<file path="config.mk">
export PLATFORM = sky130hd
export DESIGN_NAME = serial_adder_ctrl
export DESIGN_NICKNAME = d
export VERILOG_FILES = /design/src/rtl/serial_adder_ctrl.sv
export SDC_FILE = /design/constraint.sdc
export NUM_CORES = 1
export LEC_CHECK = 0
export CORE_MARGIN = 2
export CORE_UTILIZATION = 45
export DETAILED_ROUTE_END_ITERATION = 8
export HOLD_SLACK_MARGIN = 0.08
export PLACE_DENSITY = 0.75
export SLEW_MARGIN = 20
export SYNTH_ARGS = -nofsm -noshare
export SYNTH_HDL_FRONTEND = slang
export SYNTH_SLANG_ARGS = --single-unit
export TNS_END_PERCENT = 1
</file>
<file path="constraint.sdc">
create_clock -name clk -period 1.6 [get_ports clk]
set_input_delay 0.24 -clock clk [delete_from_list [all_inputs] [get_ports clk]]
set_output_delay 0.24 -clock clk [all_outputs]
set_load 0.005 [all_outputs]
</file>
<file path="src/rtl/serial_adder_ctrl.sv">
// Bit-serial add/subtract sequencer that time-shares one external full adder cell.
// Operands are latched on start, fed to the cell LSB-first and the result is reported with a done pulse.
module serial_adder_ctrl #(
   parameter int WIDTH = 4
) (
   input  logic             clk,
   input  logic             reset,
   input  logic             start,
   input  logic             subtract,
   input  logic [WIDTH-1:0] a,
   input  logic [WIDTH-1:0] b,
   output logic             fa_a,
   output logic             fa_b,
   output logic             fa_carryin,
   input  logic             fa_sum,
   input  logic             fa_carryout,
   output logic             busy,
   output logic             done,
   output logic [WIDTH-1:0] sum,
   output logic             carryout,
   output logic             overflow
);

   localparam int IW = (WIDTH > 1) ? $clog2(WIDTH) : 1;
   localparam logic [IW-1:0] LAST = IW'(WIDTH - 1);

   typedef enum logic [1:0] {IDLE, RUN, DONE} state_t;

   state_t           state, state_nxt;
   logic [WIDTH-1:0] a_reg, b_reg;
   logic             carry;
   logic [IW-1:0]    idx;

   always_ff @(posedge clk) begin
      if (reset) state <= IDLE;
      else       state <= state_nxt;
   end

   always_comb begin
      state_nxt = state;
      case (state)
         IDLE:    if (start) state_nxt = RUN;
         RUN:     if (idx == LAST) state_nxt = DONE;
         DONE:    state_nxt = IDLE;
         default: state_nxt = IDLE;
      endcase
   end

   assign busy = (state == RUN);
   assign done = (state == DONE);

   // The adder cell sees zeros whenever no operation is in flight.
   assign fa_a       = busy & a_reg[idx];
   assign fa_b       = busy & b_reg[idx];
   assign fa_carryin = busy & carry;

   always_ff @(posedge clk) begin
      if (reset) begin
         a_reg    <= '0;
         b_reg    <= '0;
         carry    <= 1'b0;
         idx      <= '0;
         sum      <= '0;
         carryout <= 1'b0;
         overflow <= 1'b0;
      end else begin
         case (state)
            IDLE: if (start) begin
               // Subtraction is a + ~b + 1: invert b and seed the carry.
               a_reg    <= a;
               b_reg    <= subtract ? ~b : b;
               carry    <= subtract;
               idx      <= '0;
               sum      <= '0;
               carryout <= 1'b0;
               overflow <= 1'b0;
            end
            RUN: begin
               sum[idx] <= fa_sum;
               carry    <= fa_carryout;
               idx      <= idx + 1'b1;
               if (idx == LAST) begin
                  carryout <= fa_carryout;
                  overflow <= carry ^ fa_carryout;
               end
            end
            default: ;
         endcase
      end
   end

endmodule
</file>
* Word-level counts from Yosys, hierarchy flattened *
Index checks and enable logic that the tools add are counted.
Widths: inputs -> output; s select.

storage, ports and cells
  bits in registers = 19
  input port bits = 14

operators by class
  $add $sub $neg = 1
  $lt $le $gt $ge = 2
  eq/ne operators = 5
  muxes and demuxes = 22
  bitwise gates (word level) = 5
  reductions and logical operators = 7

operators with widths
  operator             count
  $mux 4               2
  $pmux 2 s2           2
  $pmux 4 s2           1
  $mux 1               7
  $mux 2               3
  $pmux 1 s2           3
  $reduce_and 2->1     3
  $bmux 1 s2           2
  $bwmux 4             1
  $eq 2x2->1 const B   2
  $not 4->4            1
  $and 1x1->1          3
  $lt 2x3->1 const B   1
  $reduce_and 3->1     1
  $add 2x1->2 const B  1
  $demux 1 s2          1
  $eq 2x1->1 const B   1
  $ge 2x1->1 const B   1
  $logic_not 2->1      1
  $ne 2x1->1 const B   1
  $ne 2x2->1 const B   1
  $reduce_bool 2->1    1
  $logic_and 1x1->1    1
  $xor 1x1->1          1

* Depth between registers and ports, before layout *
Gate-level depths: netlist of the first run.

  depth in word-level cells = 6
  gate-level depth with buffers = 5

* Worst setup path before layout of the first run *
OpenSTA, ideal clock, no wires.

  path type = register to output
  start = reg idx[0]
  end = out fa_b
  arrival time = 1.117 ns
  setup slack = 0.243 ns
  stages on the path, launching flop included = 3
  buffers on the path = 0
  path through = dfxtp_1 -> mux4_2 -> and2_1

on the way
  longest elaborated chain between the ends = 3

RTL lines
  what                          RTL line  text
  start, declared               32        logic [IW-1:0] idx;
  start signal, assigned        81        idx <= idx + 1'b1;
  $bmux 1 s2                    54        assign fa_b = busy & b_reg[idx];
  $mux 1 (not written as such)  54
  $and 1x1->1                   54
  end, declared                 13        output logic fa_b,

No other way between the ends. The select of a mux whose other input is x is not followed.

* Final worst setup path of the first run *
Same ends and word-level chain as after synthesis.

==> impl_metrics.prom, run 1 <==
# TYPE chip_impl_metric gauge
chip_impl_metric{name="synth_area",unit="sq um"} 934.6
chip_impl_info{name="clock_tree_from_tritoncts",value="built"} 1
chip_impl_metric{name="critical_path_required",unit="ns"} 1.36
chip_impl_metric{name="number_of_hold_slack_violations_in_the_final_timing_report",unit=""} 0
chip_impl_metric{name="antenna_left",unit=""} 0
chip_impl_metric{name="globalRouteOverflowTotal",unit=""} 0
chip_impl_metric{name="period_share",unit=""} 1.073
chip_impl_info{name="setup_repair_after_global_routing_missed_its_margin",value="yes"} 1
chip_impl_metric{name="vias_per_cell",unit=""} 5.050
chip_impl_metric{name="start_util",unit=""} 0.4764
chip_impl_metric{name="route.vias.total",unit=""} 803
chip_impl_metric{name="seq_area_frac_synth",unit=""} 0.4070
chip_impl_metric{name="fmax",unit="MHz"} 582.4
chip_impl_metric{name="netlist.area_leader.share",unit=""} 0.4070
chip_impl_metric{name="place_worst_setup_slack",unit="ns"} -0.1409
chip_impl_info{name="min-delay-path-class",value="reg2reg"} 1
chip_impl_metric{name="antenna_cells",unit=""} 0
chip_impl_metric{name="synthesis.instances",unit=""} 99
chip_impl_metric{name="crit_arrival",unit="ns"} 1.48
chip_impl_info{name="synth_area_leaders",value="dfxtp_1 41%, ha_1 5.4%, a21oi_1 4.8%, mux4_2 4.8%, nand3_1 3.7%"} 1
chip_impl_metric{name="drt-wirelength-per-cell",unit="microns"} 12.18
chip_impl_metric{name="hpwlAfterDp",unit="microns"} 1381
chip_impl_metric{name="crit_buf_inv",unit=""} 2
chip_impl_metric{name="globalRouteMet3Util",unit=""} 0.03333
chip_impl_metric{name="synthToLayoutAreaGrowth",unit="%"} 38.55
chip_impl_metric{name="fin_hold_ws",unit="ns"} 0.4609
chip_impl_info{name="ordered_list_of_cells_on_the_worst_path",value="buf_4, mux4_2, and2_1, buf_2"} 1
chip_impl_metric{name="fp.dieW",unit="microns"} 49.58
chip_impl_info{name="endpoint_kind",value="output port"} 1
chip_impl_metric{name="port_buf_inserts",unit=""} 24
chip_impl_metric{name="netlist-cell-type-count",unit=""} 31
chip_impl_metric{name="cts-root-to-sink-buffers",unit=""} 2
chip_impl_metric{name="slowest_delay",unit="ns"} 0.47
chip_impl_metric{name="initial_antenna_violation_count",unit=""} 0
chip_impl_metric{name="timing.clock.skew",unit="ns"} 0.009648
chip_impl_metric{name="worst_max_slew_margin_expressed_relative_to_the_limit",unit=""} 0.7965
chip_impl_metric{name="crit_path_max_fanout",unit=""} 2
chip_impl_metric{name="layout-drive-gt1-share",unit=""} 0.2348
chip_impl_metric{name="power.total",unit="uW"} 973.2
chip_impl_metric{name="drtPass1Iterations",unit=""} 4
chip_impl_info{name="most-common-layout-cells",value="19 x clkdlybuf4s50_1, 16 x dfxtp_1, 10 x buf_4"} 1
chip_impl_info{name="leading_cell_type_in_the_layout_fill_and_taps_excluded",value="clkdlybuf4s50_1"} 1
chip_impl_metric{name="num_rows",unit=""} 16
chip_impl_metric{name="worst-slew-pin-transition",unit="ns"} 0.3052
chip_impl_metric{name="first_global_vias",unit=""} 787
chip_impl_metric{name="finalWorstPathRequiredPeriod",unit="ns"} 1.717
chip_impl_metric{name="globalRouteMet2Util",unit=""} 0.3067
chip_impl_info{name="run_status",value="finished, violations left"} 1
chip_impl_metric{name="fill_cell_total_of_the_finished_layout",unit=""} 194
chip_impl_metric{name="clk-insertion-delay-late",unit="ns"} 0.30
chip_impl_metric{name="layout.nets",unit=""} 151
chip_impl_info{name="critical_path.startpoint_type",value="register"} 1
chip_impl_metric{name="cts_buffers",unit=""} 3
chip_impl_metric{name="cts.htree.levels",unit=""} 1
chip_impl_metric{name="dieHeight",unit="microns"} 49.58
chip_impl_metric{name="clkSinkCount",unit=""} 19
chip_impl_metric{name="grt_usage",unit=""} 0.1781
chip_impl_metric{name="power.static_leakage",unit="nW"} 0.5257
chip_impl_metric{name="cap_violations",unit=""} 0
chip_impl_metric{name="ir_worst_vdd",unit="mV"} 0.4315
chip_impl_metric{name="grt_pass1_wl",unit="microns"} 3387
chip_impl_metric{name="grt.met1_usage",unit=""} 0.2180
chip_impl_metric{name="synth_fp_nets",unit=""} 117
chip_impl_metric{name="drc",unit=""} 0
chip_impl_metric{name="core_area",unit="sq mm"} 0.001962
chip_impl_info{name="clock-root-buffer",value="clkbuf_4"} 1
chip_impl_metric{name="io_pins",unit=""} 25
chip_impl_info{name="crit_path_top_delay_cell",value="mux4_2"} 1
chip_impl_metric{name="power_density",unit="mW/mm^2"} 751.5
chip_impl_metric{name="final-max-slew-violation-count",unit=""} 0
chip_impl_info{name="timing_worst_setup_path_type",value="reg2out"} 1
chip_impl_metric{name="synth.yosys.warnings",unit=""} 0
chip_impl_metric{name="final_worst_path_setup_slack",unit="ns"} -0.1171
chip_impl_metric{name="count_of_state_elements_after_synthesis",unit=""} 19
chip_impl_metric{name="die_area",unit="sq mm"} 0.002458
chip_impl_metric{name="globalplace.congestion",unit=""} 0.7793
chip_impl_metric{name="grt_max_degree",unit=""} 16
chip_impl_info{name="synth_top_cell_by_area",value="dfxtp_1"} 1
chip_impl_metric{name="totalWireLength",unit="microns"} 1936
chip_impl_info{name="crit_family",value="multiplexers"} 1
chip_impl_metric{name="synth.avg_cell_area",unit="sq um"} 9.441
chip_impl_metric{name="cts-hold-fix-buffers",unit=""} 0
chip_impl_metric{name="path_clk_slew",unit="ns"} 0.11
chip_impl_metric{name="initial_detailed_routing_violation_count",unit=""} 6
chip_impl_info{name="busiest_layer",value="met2"} 1
chip_impl_metric{name="setup-violations-final",unit=""} 2
chip_impl_info{name="violations",value="negative setup slack"} 1
## cell usage after synthesis, drive strengths merged
cell type and n:
o21a 1, a21oi 9, o21ba 1, and4 3, o221a 1, nand2b 1
and2 3, nor2 7, ha 4, nand3b 1, nor3b 2, buf 3
xor2 1, or3b 1, a211oi 5, nand2 9, a31o 3, mux4 2
o21ai 3, nand3 7, dfxtp 19, xnor2 4, inv 5, clkbuf 3
nor2b 1
## worst min-delay path, cell delays in order, from the launching register on
cell,delay [ns]
dfxtp_1,0.32
nand2_1,0.05
a21oi_1,0.05
## metal layers
layer  vias up  part of all wire
li1        413                 -
met1       363              0.45
met2        25              0.49
met3         2             0.058
met4         0            0.0077
met5         -                 0
## kinds of logic (layout without fill, tap and decap cells)
| group | count (synthesis) | after routing | share of synthesized area |
|---|---|---|---|
| and+or+nand+nor | 35 | 35 | 0.2129 |
| AOI/OAI and AO/OA | 23 | 23 | 0.1740 |
| adders and majority gates | 4 | 4 | 0.05355 |
| buffers and inverters | 11 | 44 | 0.05755 |
| muxes | 2 | 2 | 0.04819 |
| xor gates and xnor gates | 5 | 5 | 0.04685 |
| DFF | 19 | 19 | 0.4070 |
## path summary, 6_finish.rpt
check                             start               endpoint  slack, ns  cells past startpoint
setup / recovery    idx[0]$_SDFFE_PP0P_                   fa_b      -0.12                      4
hold / removal    a_reg[2]$_SDFFE_PP0P_  a_reg[2]$_SDFFE_PP0P_       0.46                      2
setup reg to reg  state[1]$_SDFFE_PP0P_    idx[1]$_SDFFE_PP0P_       0.25                      4
hold reg to reg   a_reg[2]$_SDFFE_PP0P_  a_reg[2]$_SDFFE_PP0P_       0.46                      2
## metrics by stage
step / setup TNS [ns] / area [sq um] / std cells / utilization
finish: -0.2287 / 1295 / 159 / 0.6601
detailed placement: -0.2713 / 1226 / 151 / 0.6250
global placement: -0.2596 / 1226 / 151 / 0.6250
floorplan: 0 / 934.6 / 99 / -
CTS: -0.2359 / 1292 / 159 / 0.6588
global route: -0.3387 / 1295 / 159 / 0.6601
## power breakdown
group | internal [mW] | total (mW) | switching (mW)
registers | 0.500 | 0.515 | 0.0154
clock network | 0.0930 | 0.247 | 0.154
logic | 0.117 | 0.211 | 0.0938
total | 0.710 | 0.973 | 0.263
## final cells by class
| type | instances | area [sq um] | share of cell area |
|---|---|---|---|
| well taps | 27 | 33.78 | 0.02609 |
| clock inverters | 1 | 5.005 | 0.003865 |
| inverters | 5 | 23.77 | 0.01836 |
| repair buffers | 35 | 322.8 | 0.2493 |
| multi-input cells | 69 | 503.0 | 0.3884 |
| clock buffers | 3 | 22.52 | 0.01739 |
| flip-flops and latches | 19 | 384.1 | 0.2966 |
## what timing repair did
| action | CTS | global route |
|---|---|---|
| setup endpoints to repair | 5 | 3 |
| pin swaps | 2 | 0 |
| gates resized for setup | 18 | 1 |
| gates cloned | 0 | 0 |
| buffers inserted | 4 | 0 |
(Power assumes the default switching activity.)
==> inputs of run 2 (changes only) <==
==> constraint.sdc (replaced) <==
create_clock -name clk -period 1.85 [get_ports clk]
set_input_delay 0.2775 -clock clk [delete_from_list [all_inputs] [get_ports clk]]
set_output_delay 0.2775 -clock clk [all_outputs]
set_load 0.005 [all_outputs]
==> run 2 against run 1 <==
The flow now finishes without violations. Via count decreased by 0.12%. Sequential power decreased by 13%. Global-route usage decreased by 0.65 points. Register-to-register slack improved by 0.24 ns. Final cell count decreased by 1.9%. Die area unchanged. Clock skew decreased by 0.0033 ns. Sequential share of layout area increased by 0.49 points. Flip-flop and latch count unchanged. Critical path depth unchanged. Worst hold slack improved by 0.0045 ns. Critical endpoint is now fa_carryin.
==> impl_metrics.prom, run 2 (synthesis gave the netlist of run 1 again) <==
# TYPE chip_impl_metric gauge
chip_impl_metric{name="globalplace.congestion",unit=""} 0.7812
chip_impl_metric{name="fill_cell_total_of_the_finished_layout",unit=""} 185
chip_impl_metric{name="core_area",unit="sq mm"} 0.001962
chip_impl_info{name="critical_path.startpoint_type",value="register"} 1
chip_impl_metric{name="final_worst_path_setup_slack",unit="ns"} 0.04675
chip_impl_metric{name="initial_antenna_violation_count",unit=""} 0
chip_impl_metric{name="layout.nets",unit=""} 148
chip_impl_metric{name="num_rows",unit=""} 16
chip_impl_metric{name="port_buf_inserts",unit=""} 24
chip_impl_metric{name="combPwrFrac",unit=""} 0.214
chip_impl_info{name="r2r-end",value="sum[3]$_SDFFE_PP0P_"} 1
chip_impl_metric{name="antenna_cells",unit=""} 0
chip_impl_metric{name="power_switching_share",unit=""} 0.2636
chip_impl_info{name="holdPathEnd",value="a_reg[2]$_SDFFE_PP0P_"} 1
chip_impl_metric{name="final_core_utilization",unit=""} 0.6473
chip_impl_info{name="r2r-start",value="idx[0]$_SDFFE_PP0P_"} 1
chip_impl_metric{name="synthToLayoutAreaGrowth",unit="%"} 35.88
chip_impl_metric{name="number_of_instances_on_the_worst_hold_path",unit=""} 2
chip_impl_info{name="crit_path_top_delay_cell",value="clkdlybuf4s50_1"} 1
chip_impl_metric{name="critical_path_required",unit="ns"} 1.57
chip_impl_metric{name="worst-slew-pin-transition",unit="ns"} 0.3023
chip_impl_metric{name="crit_path_max_fanout",unit=""} 12
chip_impl_metric{name="antenna_left",unit=""} 0
chip_impl_metric{name="clk-insertion-delay-late",unit="ns"} 0.29
chip_impl_metric{name="path_clk_slew",unit="ns"} 0.11
chip_impl_info{name="setup_repair_after_global_routing_missed_its_margin",value="yes"} 1
chip_impl_metric{name="globalRouteOverflowTotal",unit=""} 0
chip_impl_metric{name="cap_violations",unit=""} 0
chip_impl_metric{name="initial_detailed_routing_violation_count",unit=""} 8
chip_impl_info{name="most-common-layout-cells",value="22 x clkdlybuf4s50_1, 17 x dfxtp_1, 9 x nand2_1, 9 x a21oi_1, 7 x nand3_1"} 1
chip_impl_metric{name="fmax",unit="MHz"} 554.6
chip_impl_metric{name="fp.dieW",unit="microns"} 49.58
chip_impl_metric{name="grt_pass1_wl",unit="microns"} 3332
chip_impl_info{name="hold_path.startpoint",value="a_reg[2]$_SDFFE_PP0P_"} 1
chip_impl_metric{name="drtPass1Iterations",unit=""} 4
chip_impl_metric{name="period_share",unit=""} 0.9747
chip_impl_metric{name="final-max-slew-violation-count",unit=""} 0
chip_impl_metric{name="place_worst_setup_slack",unit="ns"} 0.07943
chip_impl_metric{name="cts-root-to-sink-buffers",unit=""} 2
chip_impl_info{name="endpoint_kind",value="output port"} 1
chip_impl_metric{name="finalWorstPathRequiredPeriod",unit="ns"} 1.803
chip_impl_info{name="crit_family",value="buffers and inverters"} 1
chip_impl_metric{name="timing.clock.skew",unit="ns"} 0.006354
chip_impl_metric{name="vias_per_cell",unit=""} 5.141
chip_impl_metric{name="cts.htree.levels",unit=""} 1
chip_impl_metric{name="int_power",unit="uW"} 614.3
chip_impl_metric{name="route.vias.total",unit=""} 802
chip_impl_metric{name="reg2reg_slack",unit="ns"} 0.49
chip_impl_metric{name="worst_r2r_path_depth",unit=""} 6
chip_impl_info{name="clock-root-buffer",value="clkbuf_4"} 1
chip_impl_metric{name="power.static_leakage",unit="nW"} 0.4845
chip_impl_metric{name="cts_buffers",unit=""} 3
chip_impl_metric{name="totalWireLength",unit="microns"} 1918
chip_impl_metric{name="clkSinkCount",unit=""} 19
chip_impl_metric{name="io_pins",unit=""} 25
chip_impl_info{name="leading_cell_type_in_the_layout_fill_and_taps_excluded",value="clkdlybuf4s50_1"} 1
chip_impl_metric{name="grt_max_degree",unit=""} 16
chip_impl_metric{name="ir_worst_vdd",unit="mV"} 0.5805
chip_impl_info{name="worst_setup_path_startpoint",value="state[1]$_SDFFE_PP0P_"} 1
chip_impl_metric{name="power.sequential.fraction",unit=""} 0.535
chip_impl_metric{name="number_of_hold_slack_violations_in_the_final_timing_report",unit=""} 0
chip_impl_metric{name="drt-wirelength-per-cell",unit="microns"} 12.29
chip_impl_info{name="run_status",value="finished clean"} 1
chip_impl_metric{name="layout-drive-gt1-share",unit=""} 0.2093
chip_impl_metric{name="die_area",unit="sq mm"} 0.002458
chip_impl_info{name="timing_worst_setup_path_type",value="reg2out"} 1
chip_impl_metric{name="start_util",unit=""} 0.4764
chip_impl_info{name="clock_tree_from_tritoncts",value="built"} 1
chip_impl_metric{name="crit_buf_inv",unit=""} 2
chip_impl_metric{name="crit_arrival",unit="ns"} 1.53
chip_impl_metric{name="grt_usage",unit=""} 0.1716
chip_impl_metric{name="first_global_vias",unit=""} 791
chip_impl_metric{name="dieHeight",unit="microns"} 49.58
chip_impl_metric{name="slowest_delay",unit="ns"} 0.49
chip_impl_metric{name="power.net_switching",unit="uW"} 219.9
chip_impl_metric{name="setup-violations-final",unit=""} 0
chip_impl_metric{name="hpwlAfterDp",unit="microns"} 1360
chip_impl_metric{name="power.share.clock",unit=""} 0.252
chip_impl_metric{name="power_density",unit="mW/mm^2"} 656.9
chip_impl_metric{name="worst_max_slew_margin_expressed_relative_to_the_limit",unit=""} 0.7985
chip_impl_info{name="ordered_list_of_cells_on_the_worst_path",value="nand2b_4, inv_6, and2_1, clkdlybuf4s50_1"} 1
chip_impl_metric{name="drc",unit=""} 0
chip_impl_info{name="min-delay-path-class",value="reg2reg"} 1
[run 2: power groups by stage]
stage                     sequential [mW]  combinational, mW  clock [mW]
after global placement              0.455              0.161           0
after detailed placement            0.456              0.164           0
final                               0.446              0.178       0.210
after CTS                           0.446              0.169       0.219
after floorplan                     0.456             0.0983           0
after global routing                0.449              0.197       0.237
[run 2: worst max path at each step]
stage / endpoint / slack [ns] / cells past startpoint
floorplan: fa_b / 0.46 / 2
detailed placement: fa_a / 0.08 / 3
global placement: fa_a / 0.08 / 3
finish: fa_carryin / 0.05 / 4
global route: fa_carryin / -0.04 / 4
CTS: fa_a / -0.1 / 4
[run 2: timing repair]
item | in CTS | in global routing
setup buffers | 1 | 1
hold endpoints to repair | 0 | 0
endpoints found under the setup margin | 3 | 3
gates resized for setup | 4 | 10
hold buffers | 0 | 0
pin swaps | 0 | 1
[run 2: metal layers]
layer,track usage,routed length (microns),vias to the layer above
met3,0.04242,94,2
met1,0.2156,864,373
met5,0,0,-
met2,0.2867,949,21
li1,-,-,406
met4,0.05556,10,0
[run 2: area by class of cell]
type	count	area (sq um)	share of cell area
Timing Repair Buffer	32	297.8	0.2345
Multi-Input combinational cell	69	505.5	0.3980
Sequential cell	19	382.9	0.3015
Inverter	5	23.77	0.01872
Tap cell	27	33.78	0.02660
Clock buffer	4	26.28	0.02069
[run 2: per-stage QoR]
step	hold WS [ns]	cells	setup TNS [ns]	area (sq um)	total power [mW]
floorplan	0.4135	99	0	934.6	0.5547
global route	0.4977	156	-0.04196	1270	0.8820
finish	0.4654	156	0	1270	0.8342
global placement	0.4418	150	0	1219	0.6163
detailed placement	0.4524	150	0	1219	0.6197
CTS	0.4685	155	-0.09898	1254	0.8335
[run 2: worst register-to-register path: cells and delay by family, from the launching register on]
family	cells	cell delay [ns]
DFF	1	0.34
adders and majority gates	1	0.26
and+or+nand+nor	2	0.30
buffers and inverters	2	0.25
AOI/OAI and AO/OA	1	0.14
